### src/rtl/gate_vector_driver.sv
// Drives the four (a,b) operand pairs into a logic-gates stage, samples its
// 7-bit result per pair and reports a verdict. Optional macro:
// GATE_VECTOR_DRIVER_STOP_ON_ERR_EN ends the sweep at the first miscompare.
module gate_vector_driver #(
  parameter int unsigned HOLD = 2
) (
  input  logic       clk,
  input  logic       rst_n,
  input  logic       start,
  output logic       a,
  output logic       b,
  input  logic [6:0] gate_in,
  output logic       busy,
  output logic       done,
  output logic       pass,
  output logic [3:0] err_vec,
  output logic [1:0] vec_idx,
  output logic [1:0] dbg_state
);

  typedef enum logic [1:0] {
    S_IDLE   = 2'd0,
    S_DRIVE  = 2'd1,
    S_SAMPLE = 2'd2,
    S_DONE   = 2'd3
  } state_t;

  localparam logic [3:0] HOLD_LAST = 4'(HOLD - 1);

  state_t     r_state;
  logic [3:0] r_hold;
  logic       r_a;
  logic       r_b;
  logic       r_busy;
  logic       r_done;
  logic       r_pass;
  logic [3:0] r_err;
  logic [1:0] r_vec;

  logic [6:0] w_exp;
  logic       w_miss;
  logic [3:0] w_err_next;
  logic       w_last;
  logic       w_stop;
  logic [1:0] w_vec_inc;

  // Gate results expected for each vector, bit order {and,or,not_a,nand,nor,xor,xnor}.
  always_comb begin
    w_exp = 7'h1D;
    case (r_vec)
      2'd0: w_exp = 7'h1D;
      2'd1: w_exp = 7'h2A;
      2'd2: w_exp = 7'h3A;
      2'd3: w_exp = 7'h61;
      default: w_exp = 7'h1D;
    endcase
  end

  assign w_miss     = (gate_in != w_exp);
  assign w_err_next = r_err | (w_miss ? (4'b0001 << r_vec) : 4'b0000);
  assign w_last     = (r_vec == 2'd3);
  assign w_vec_inc  = r_vec + 2'd1;

`ifdef GATE_VECTOR_DRIVER_STOP_ON_ERR_EN
  assign w_stop = w_last || w_miss;
`else
  assign w_stop = w_last;
`endif

  always_ff @(posedge clk or negedge rst_n) begin
    if (!rst_n) begin
      r_state <= S_IDLE;
      r_hold  <= 4'd0;
      r_a     <= 1'b0;
      r_b     <= 1'b0;
      r_busy  <= 1'b0;
      r_done  <= 1'b0;
      r_pass  <= 1'b0;
      r_err   <= 4'd0;
      r_vec   <= 2'd0;
    end else begin
      case (r_state)
        S_IDLE: begin
          if (start) begin
            r_state <= S_DRIVE;
            r_hold  <= 4'd0;
            r_busy  <= 1'b1;
            r_vec   <= 2'd0;
            r_a     <= 1'b0;
            r_b     <= 1'b0;
            r_err   <= 4'd0;
            r_pass  <= 1'b0;
          end
        end
        S_DRIVE: begin
          if (r_hold == HOLD_LAST) begin
            r_hold  <= 4'd0;
            r_state <= S_SAMPLE;
          end else begin
            r_hold <= r_hold + 4'd1;
          end
        end
        S_SAMPLE: begin
          r_err <= w_err_next;
          if (w_stop) begin
            r_state <= S_DONE;
            r_done  <= 1'b1;
            r_pass  <= (w_err_next == 4'd0);
          end else begin
            // The vector index doubles as the operand pair: a = idx[0], b = idx[1].
            r_vec   <= w_vec_inc;
            r_a     <= w_vec_inc[0];
            r_b     <= w_vec_inc[1];
            r_state <= S_DRIVE;
          end
        end
        S_DONE: begin
          r_state <= S_IDLE;
          r_done  <= 1'b0;
          r_busy  <= 1'b0;
          r_a     <= 1'b0;
          r_b     <= 1'b0;
        end
        default: r_state <= S_IDLE;
      endcase
    end
  end

  assign a         = r_a;
  assign b         = r_b;
  assign busy      = r_busy;
  assign done      = r_done;
  assign pass      = r_pass;
  assign err_vec   = r_err;
  assign vec_idx   = r_vec;
  assign dbg_state = r_state;

endmodule

### config.mk
export PLATFORM = sky130hd
export DESIGN_NAME = gate_vector_driver
export DESIGN_NICKNAME = d
export VERILOG_FILES = /design/src/rtl/gate_vector_driver.sv
export SDC_FILE = /design/constraint.sdc
export NUM_CORES = 1
export LEC_CHECK = 0
export ABC_AREA = 1
export CORE_MARGIN = 2
export CORE_UTILIZATION = 30
export CTS_BUF_LIST = sky130_fd_sc_hd__clkbuf_4
export DETAILED_ROUTE_END_ITERATION = 7
export PLACE_DENSITY = 0.59
export SYNTH_ARGS = -nofsm -noshare
export SYNTH_HDL_FRONTEND = slang
export SYNTH_SLANG_ARGS = --single-unit
### constraint.sdc
create_clock -name clk -period 1.5 [get_ports clk]
set_input_delay 0.15 -clock clk [delete_from_list [all_inputs] [get_ports clk]]
set_output_delay 0.15 -clock clk [all_outputs]
set_load 0.01 [all_outputs]
==> metrics <==
run status=finished with violations; failing checks=setup timing; combinational group share of total power=around 54%; overall routing resource usage=12.9%; Fillers=320; Tmin final=around 1.6 ns; endpoints failing hold=0; largest net degree at the start of global routing=18; simple-gate portion of the synthesized area=a little over a fifth; Rows=20; Final setup viols=5; synth-to-layout area growth=48.2%; Clock power frac=about an eighth; synth unique cells=18; Placeable Area=around 0.0031 mm²; clk buf depth=2; pin slew with the least headroom to its limit=0.268 ns; Max Cap Violations=0; unrepaired setup endpoints after global routing=yes; routability congestion estimate from global placement=about 0.78; Net Sw Power=about 860 µW; Slew Viols, Final=0; clk root buf=clkbuf_4; DRT Wirelength=between 2 and 2.5 mm; CTS tree=yes; DRC=0; CTS sink cnt=17; final worst slack=-0.106 ns; vias per inst=about 4.5; hpwl dp=roughly 1.7 mm; dpl cells=200; final cell count without fillers=about 210; area of the multi-input gates=547 µm²; Horiz. Die Dim=approximately 62 µm; die area=between 0.003 and 0.004 mm²; arrival time worst endpoint=approximately 1.8 ns; Post-synth top flop=dfrtp_1; Initial Utilization=32.0%; FF/Latch Area=428 µm²; pwr dens=about 1400 mW/mm²; IO Pins=23; drt pass-1 iters=4; Syn Area/Cell=8.08 µm²; Commonest cells post-synth=nand2_1, inv_1, dfrtp_1; Synth Area in Compound Gates=roughly 13%; critical path peak fanout=5; Sw Share=about 40%; share of cells above drive strength 1=29.8%; Max VDD drop=slightly above 0.0007 V; register area share after synthesis=a little over two fifths; Pleak=about 0.00069 µW; Worst setup SP type=flip-flop; drt initial violations=35; total CTS buffers=3; number of global-route vias before repair=between 800 and 900; Synth area leader=dfrtp_1; main combinational cell family by area after synthesis=simple AND/OR/NAND/NOR gates; Vias=between 900 and 1000; final worst-path cycle share=107%; Synth Instances=roughly 120; Clk pin slew, worst setup/hold paths=0.10 ns; Req. time, crit path=1.73 ns; Clock Latency Late Sink=just under 0.3 ns; Max Fclk=~620 MHz; Post-Synth Adder-Cell Area=10.1%; Netlist Area Pre-Place=993 µm²; GR Overflow Total=0; Final #Nets=between 150 and 200; kind of critical path=flip-flop to flip-flop; H-Tree Depth=1; relative slew slack=82.1%; Ys Warns=0; CTS Hold Bufs=0; Reg power frac=between 30% and 40%; Final ANT Viol Nets=0; Hold Path Class=input port to asynchronous set/reset pin; first-pass GRT wire length=3.63 mm; die height=between 60 and 70 µm; routed wire length per instance=approximately 11 µm; initial antenna violation count=0; synth top area cells=dfrtp_1, ha_1, nand2_1; number of synthesized flops with an enable pin=0; Mapped Nets=141; Antenna Cells=0; Worst Setup End Kind=flip-flop; Synth top area share=42.8%; top-count cell post-synth=nand2_1; post-synthesis register bit count=17; clk_skew=approximately 0.015 ns; Internal Pwr Total=1270 µW; Synth async-reset ratio=100%; setup_tns=-0.188 ns; XOR/XNOR share of the synthesized area=1.76%; mux cell area share after synthesis=approximately 1%; input/output buffers=22
[logic make-up (layout without fill, tap and decap cells)]
logic type | Yosys count | in the layout
and+or+nand+nor | 45 | 45
buffers and inverters | 26 | 64
AOI/OAI and AO/OA | 24 | 24
DFF | 17 | 17
adders and majority gates | 8 | 8
xor gates and xnor gates | 2 | 2
muxes | 1 | 1
[per-stage QoR]
stage	area [µm²]	power, µW	hold slack (ns)	util [%]	worst slack [ns]
floorplan	1010	1320	-0.146	-	-0.0171
detailed placement	1370	1760	0.477	44.2	-0.135
finish	1470	2130	0.170	47.5	-0.106
global route	1470	2340	0.183	47.5	-0.254
CTS	1420	2050	0.174	45.6	-0.126
global placement	1370	1730	0.470	44.2	-0.116
[flip-flops by register name (all words and copies together), names as in the netlist]
register,flops
a,1
r_hold,4
pass,1
err_vec,4
done,1
dbg_state,2
vec_idx,2
b,1
busy,1
[final timing paths]
kind,start,end,slack [ns],cells past startpoint
setup / recovery,vec_idx[0],pass,-0.11,11
hold / removal,rst_n,busy,0.17,2
setup reg to reg,vec_idx[0],pass,-0.11,11
hold reg to reg,done,done,0.50,2
max in group asynchronous,rst_n,vec_idx[0],1.11,2
min in group clk,done,done,0.50,2
[worst max-delay path, cell delays in order, from the launching register on]
cell and delay (ns):
dfrtp_2 0.46, inv_4 0.09, ha_4 0.21, inv_2 0.05
nand2_2 0.05, o21ai_4 0.16, nand2_4 0.09, o21bai_4 0.16
nand2_1 0.06, nor2_1 0.09, nand3_1 0.08, nand2_1 0.06
[power groups by stage]
stage / clock network (µW) / logic [µW] / registers, µW
after floorplan: 0 / 568 / 751
after global placement: 0 / 1010 / 723
after detailed placement: 0 / 1020 / 732
after CTS: 267 / 1060 / 723
after global routing: 289 / 1310 / 745
final: 255 / 1150 / 722
[cells in the final DEF (no fill, tap or decap), types with 4 or more instances in the layout]
master / synthesis / layout
clkdlybuf4s50_1: 0 / 21
nand2_1: 22 / 20
inv_1: 20 / 17
dfrtp_1: 17 / 15
buf_4: 0 / 11
inv_2: 6 / 8
nand3_1: 8 / 8
o21ai_1: 10 / 7
ha_1: 8 / 7
nor2_1: 7 / 5
a21oi_1: 10 / 5
a21oi_2: 0 / 5
nand2_2: 3 / 4
clkbuf_4: 0 / 4
[cell type report]
class,count,share of cell area (%)
Clock buffer,4,2.04
Tap cell,44,3.74
Multi-Input combinational cell,80,37.1
Inverter,26,6.80
Timing Repair Buffer,34,21.2
Sequential cell,17,29.1
[layer usage]
metal | share of wire, % | vias to the layer above | track usage [%] | wire length [µm]
li1 | - | 462 | - | -
met1 | 48 | 433 | 16.3 | 1080
met2 | 46 | 21 | 20.9 | 1040
met3 | 5.4 | 2 | 2.94 | 123
met4 | 0.53 | 0 | 5.78 | 12
met5 | 0 | - | 0 | 0
[timing repair]
item,in CTS,in global routing
setup endpoints to repair,6,11
pin swaps,1,6
setup buffers,1,3
gates resized for setup,4,13
Note: power is estimated with default switching activity, not from simulation.
==> RTL edit 1, RTL diff (same flow settings) <==
The option `GATE_VECTOR_DRIVER_STOP_ON_ERR_EN` is turned on by a define.
--- a/src/rtl/gate_vector_driver.sv
+++ b/src/rtl/gate_vector_driver.sv
@@ -3,2 +3,4 @@
 // GATE_VECTOR_DRIVER_STOP_ON_ERR_EN ends the sweep at the first miscompare.
+`define GATE_VECTOR_DRIVER_STOP_ON_ERR_EN
+
 module gate_vector_driver #(
Behaviour: not the same (Yosys sat finds a counterexample within 10 cycles, from zero or initial values and one cycle with rst_n low).
==> RTL edit 1 against the unedited design <==
  * The flow still finishes with violations (setup timing)
  * Combinational power is 27% lower
  * Maximum frequency is 3.4% lower
  * Power is 17% lower
  * Sequential cell count stayed put
  * Setup slack worse by 0.056 ns
  * Via count is 0.87% lower
  * Routed wire length is 3.4% lower
  * Clock power hardly changed
  * Design area is 2.6% lower
  * Synthesized area is 1.3% higher
  * Largest power group unchanged
==> RTL edit 1: results <==
[timing]
worst_slack_ns = -0.163
fin_skew_ns = 0.00491
setup_viol = 9

[finish]
clk_share = 0.0209
multi_input_cells = 86
inv_count = 24
area_growth_pct = 42.5
finalNetCount = 183
final-seq-area_sq_um = 429

[pwr]
vdd_drop_max_v = 0.000870

[critical_path]
reg2reg_to = "b"
cpLargestDelayFamily = "simple AND/OR/NAND/NOR gates"

[drt]
route.met2.wl_mm = 1.08
met1_length_mm = 1.04
wl_mm = 2.18
vias_per_cell = 4.31
met3_length_microns = 69

[yosys]
synth.distinct_cells = 20
synth.area.top_cells = "dfrtp_1, nand2_1, ha_1"
ys_top_cells_by_count = "nand2_1, inv_1, dfrtp_1, nor2_1"

[grt]
track_usage = 0.127
grt_pass1_wl_mm = 3.67
grt_pass1_vias = 911

[status]
failed_checks = "setup timing"
status = "finished, violations left"

[placed_design]
hpwl_mm = 1.80
dpl_cell_area_sq_mm = 0.00137
[RTL edit 1: changes by cell type after synthesis, sizes merged, moves of 2 or more]
| cell | change |
|---|---|
| o21ai | -4 |
| nand2 | +10 |
| a21oi | -3 |
| inv | -2 |
| o21bai | +2 |
| nor2 | +3 |
[RTL edit 1: kinds of logic after synthesis]
kind of cell               Yosys count  share of synthesized area
buffers and inverters               24                     0.0895
DFF                                 17                      0.423
xor gates and xnor gates             2                     0.0174
and+or+nand+nor                     57                      0.261
AOI/OAI and AO/OA                   20                      0.122
adders and majority gates            7                     0.0871
[RTL edit 1: what timing repair did]
| action | 4_1_cts | 5_1_grt |
|---|---|---|
| setup endpoints to repair | 11 | 12 |
| hold endpoints to repair | 0 | 0 |
| setup buffers | 1 | 1 |
| pin swaps | 2 | 1 |
| resized for setup | 5 | 3 |
[RTL edit 1: where the power goes]
group | switching [mW] | internal (mW) | total [mW]
Clock | 0.134 | 0.121 | 0.255
Sequential | 0.100 | 0.574 | 0.674
Combinational | 0.450 | 0.384 | 0.834
[RTL edit 1: worst register-to-register path: stages, from the launching register on]
cell     delay [ns]
dfrtp_2        0.46
inv_4          0.09
ha_4           0.21
inv_2          0.05
nand2_2        0.04
o21ai_2        0.12
nand2_2        0.09
nor2_4         0.13
nand2_2        0.09
nand2_4        0.09
nand2_4        0.05
o21ai_2        0.10
nand2_1        0.05
[RTL edit 1: through the flow]
stage               cells  setup WS (ns)  setup TNS, ns
floorplan             127         -0.140         -0.572
global placement      205         -0.133         -0.880
detailed placement    205         -0.193          -1.39
CTS                   210         -0.168          -1.08
global route          211         -0.278          -2.13
finish                211         -0.163          -1.01
[RTL edit 1: layer usage]
layer,vias up,track usage
met3,0,0.0186
met2,17,0.230
met1,418,0.160
met5,-,0
li1,475,-
met4,0,0.0274
==> RTL edit 2, RTL diff (same flow settings) <==
Without the edit above. Register the output `err_vec` once more, with the module's reset; this adds one clock of latency there. The other outputs are not delayed to match.
--- a/src/rtl/gate_vector_driver.sv
+++ b/src/rtl/gate_vector_driver.sv
@@ -133,3 +133,9 @@
   assign pass      = r_pass;
-  assign err_vec   = r_err;
+  always_ff @(posedge clk or negedge rst_n) begin
+    if (!rst_n) begin
+      err_vec <= '0;
+    end else begin
+      err_vec <= r_err;
+    end
+  end
   assign vec_idx   = r_vec;
Behaviour: not the same (Yosys sat finds a counterexample within 10 cycles, from zero or initial values and one cycle with rst_n low).
==> RTL edit 2 against the unedited design <==
  * The run still ends with setup timing left
  * Synthesized cell count grew 8.9%
  * Design area is 3.1% higher
  * Setup slack improved by 0.049 ns
  * Die area increased by 11%
  * Routed wire length shrank 2.3%
  * Non-clock buffer count is 3 lower
  * Sequential cell count rose by 4
  * Power rose by 16%
  * Clock skew fell by 0.013 ns
  * First-iteration DRC count shrank 63%
  * Synthesized area up 12%
  * Critical path type unchanged
==> RTL edit 2: results <==
[status]
status = "finished, violations left"
failed_checks = "setup timing"

[grt]
grt.met3_usage = 0.0243
grt_max_degree = 22
grt_pass1_wl_mm = 3.80
use_met1 = 0.152
grt_pass1_vias = 891
track_usage = 0.115

[finish]
drive_gt1_frac = 0.238
finalNetCount = 187
fillers = 363

[yosys]
synth.distinct_cells = 21
ys_top_cells_by_count = "nand2_1, inv_1, dfrtp_1, o21ai_1, ha_1"
synthCells = 134
synth.area.top_cells = "dfrtp_1, nand2_1, ha_1"
synth.net_count = 152
ys_seq_area_frac = 0.474

[drt]
met3_length_microns = 148
first_iter_violations = 13
route.met2.wl_microns = 963
met1_length_mm = 1.08
vias = 908

[critical_path]
path_max_fanout = 4

[placed_design]
hpwl_mm = 1.72
place_congestion = 0.818
dp_slack_ns = -0.110
dpl_cell_area_sq_mm = 0.00144
dpl.cell_count = 209

[pwr]
p_seq_uw = 910
seqPwrFrac = 0.368
p_clk_frac = 0.108
p_leak_nw = 0.732

[timing]
slew-limit-headroom = 0.750
worst_slack_ns = -0.0567
setup_viol = 3
setup_tns_ns = -0.0658
holdWs_ns = 0.172

[clock_network]
postCtsSetupRepairBufs = 3
cts_resized = 9
==> RTL edit 2: cell count changes after synthesis, moves of 2 or more <==
cell,change
dfrtp_1,+4
inv_1,+2
nor2_2,+4
nand2_1,+9
a21oi_1,-5
inv_2,-2
nor3_1,+3
==> RTL edit 2: kinds of logic (layout without fill, tap and decap cells) <==
| group | Yosys count | count (layout) | synth area share |
|---|---|---|---|
| and+or+nand+nor | 57 | 57 | 0.237 |
| xor gates and xnor gates | 1 | 1 | 0.00790 |
| AOI/OAI and AO/OA | 20 | 20 | 0.0959 |
| buffers and inverters | 27 | 61 | 0.0948 |
| adders and majority gates | 8 | 8 | 0.0903 |
| DFF | 21 | 21 | 0.474 |
==> RTL edit 2: cell type report <==
type / count / area (sq um) / share of cell area
clock buffers: 3 / 22.5 / 0.0148
flip-flops and latches: 21 / 531 / 0.350
inverters: 26 / 100 / 0.0660
multi-input cells: 86 / 514 / 0.339
well taps: 48 / 60.1 / 0.0396
clock inverters: 1 / 5.00 / 0.00330
repair buffers: 31 / 285 / 0.188
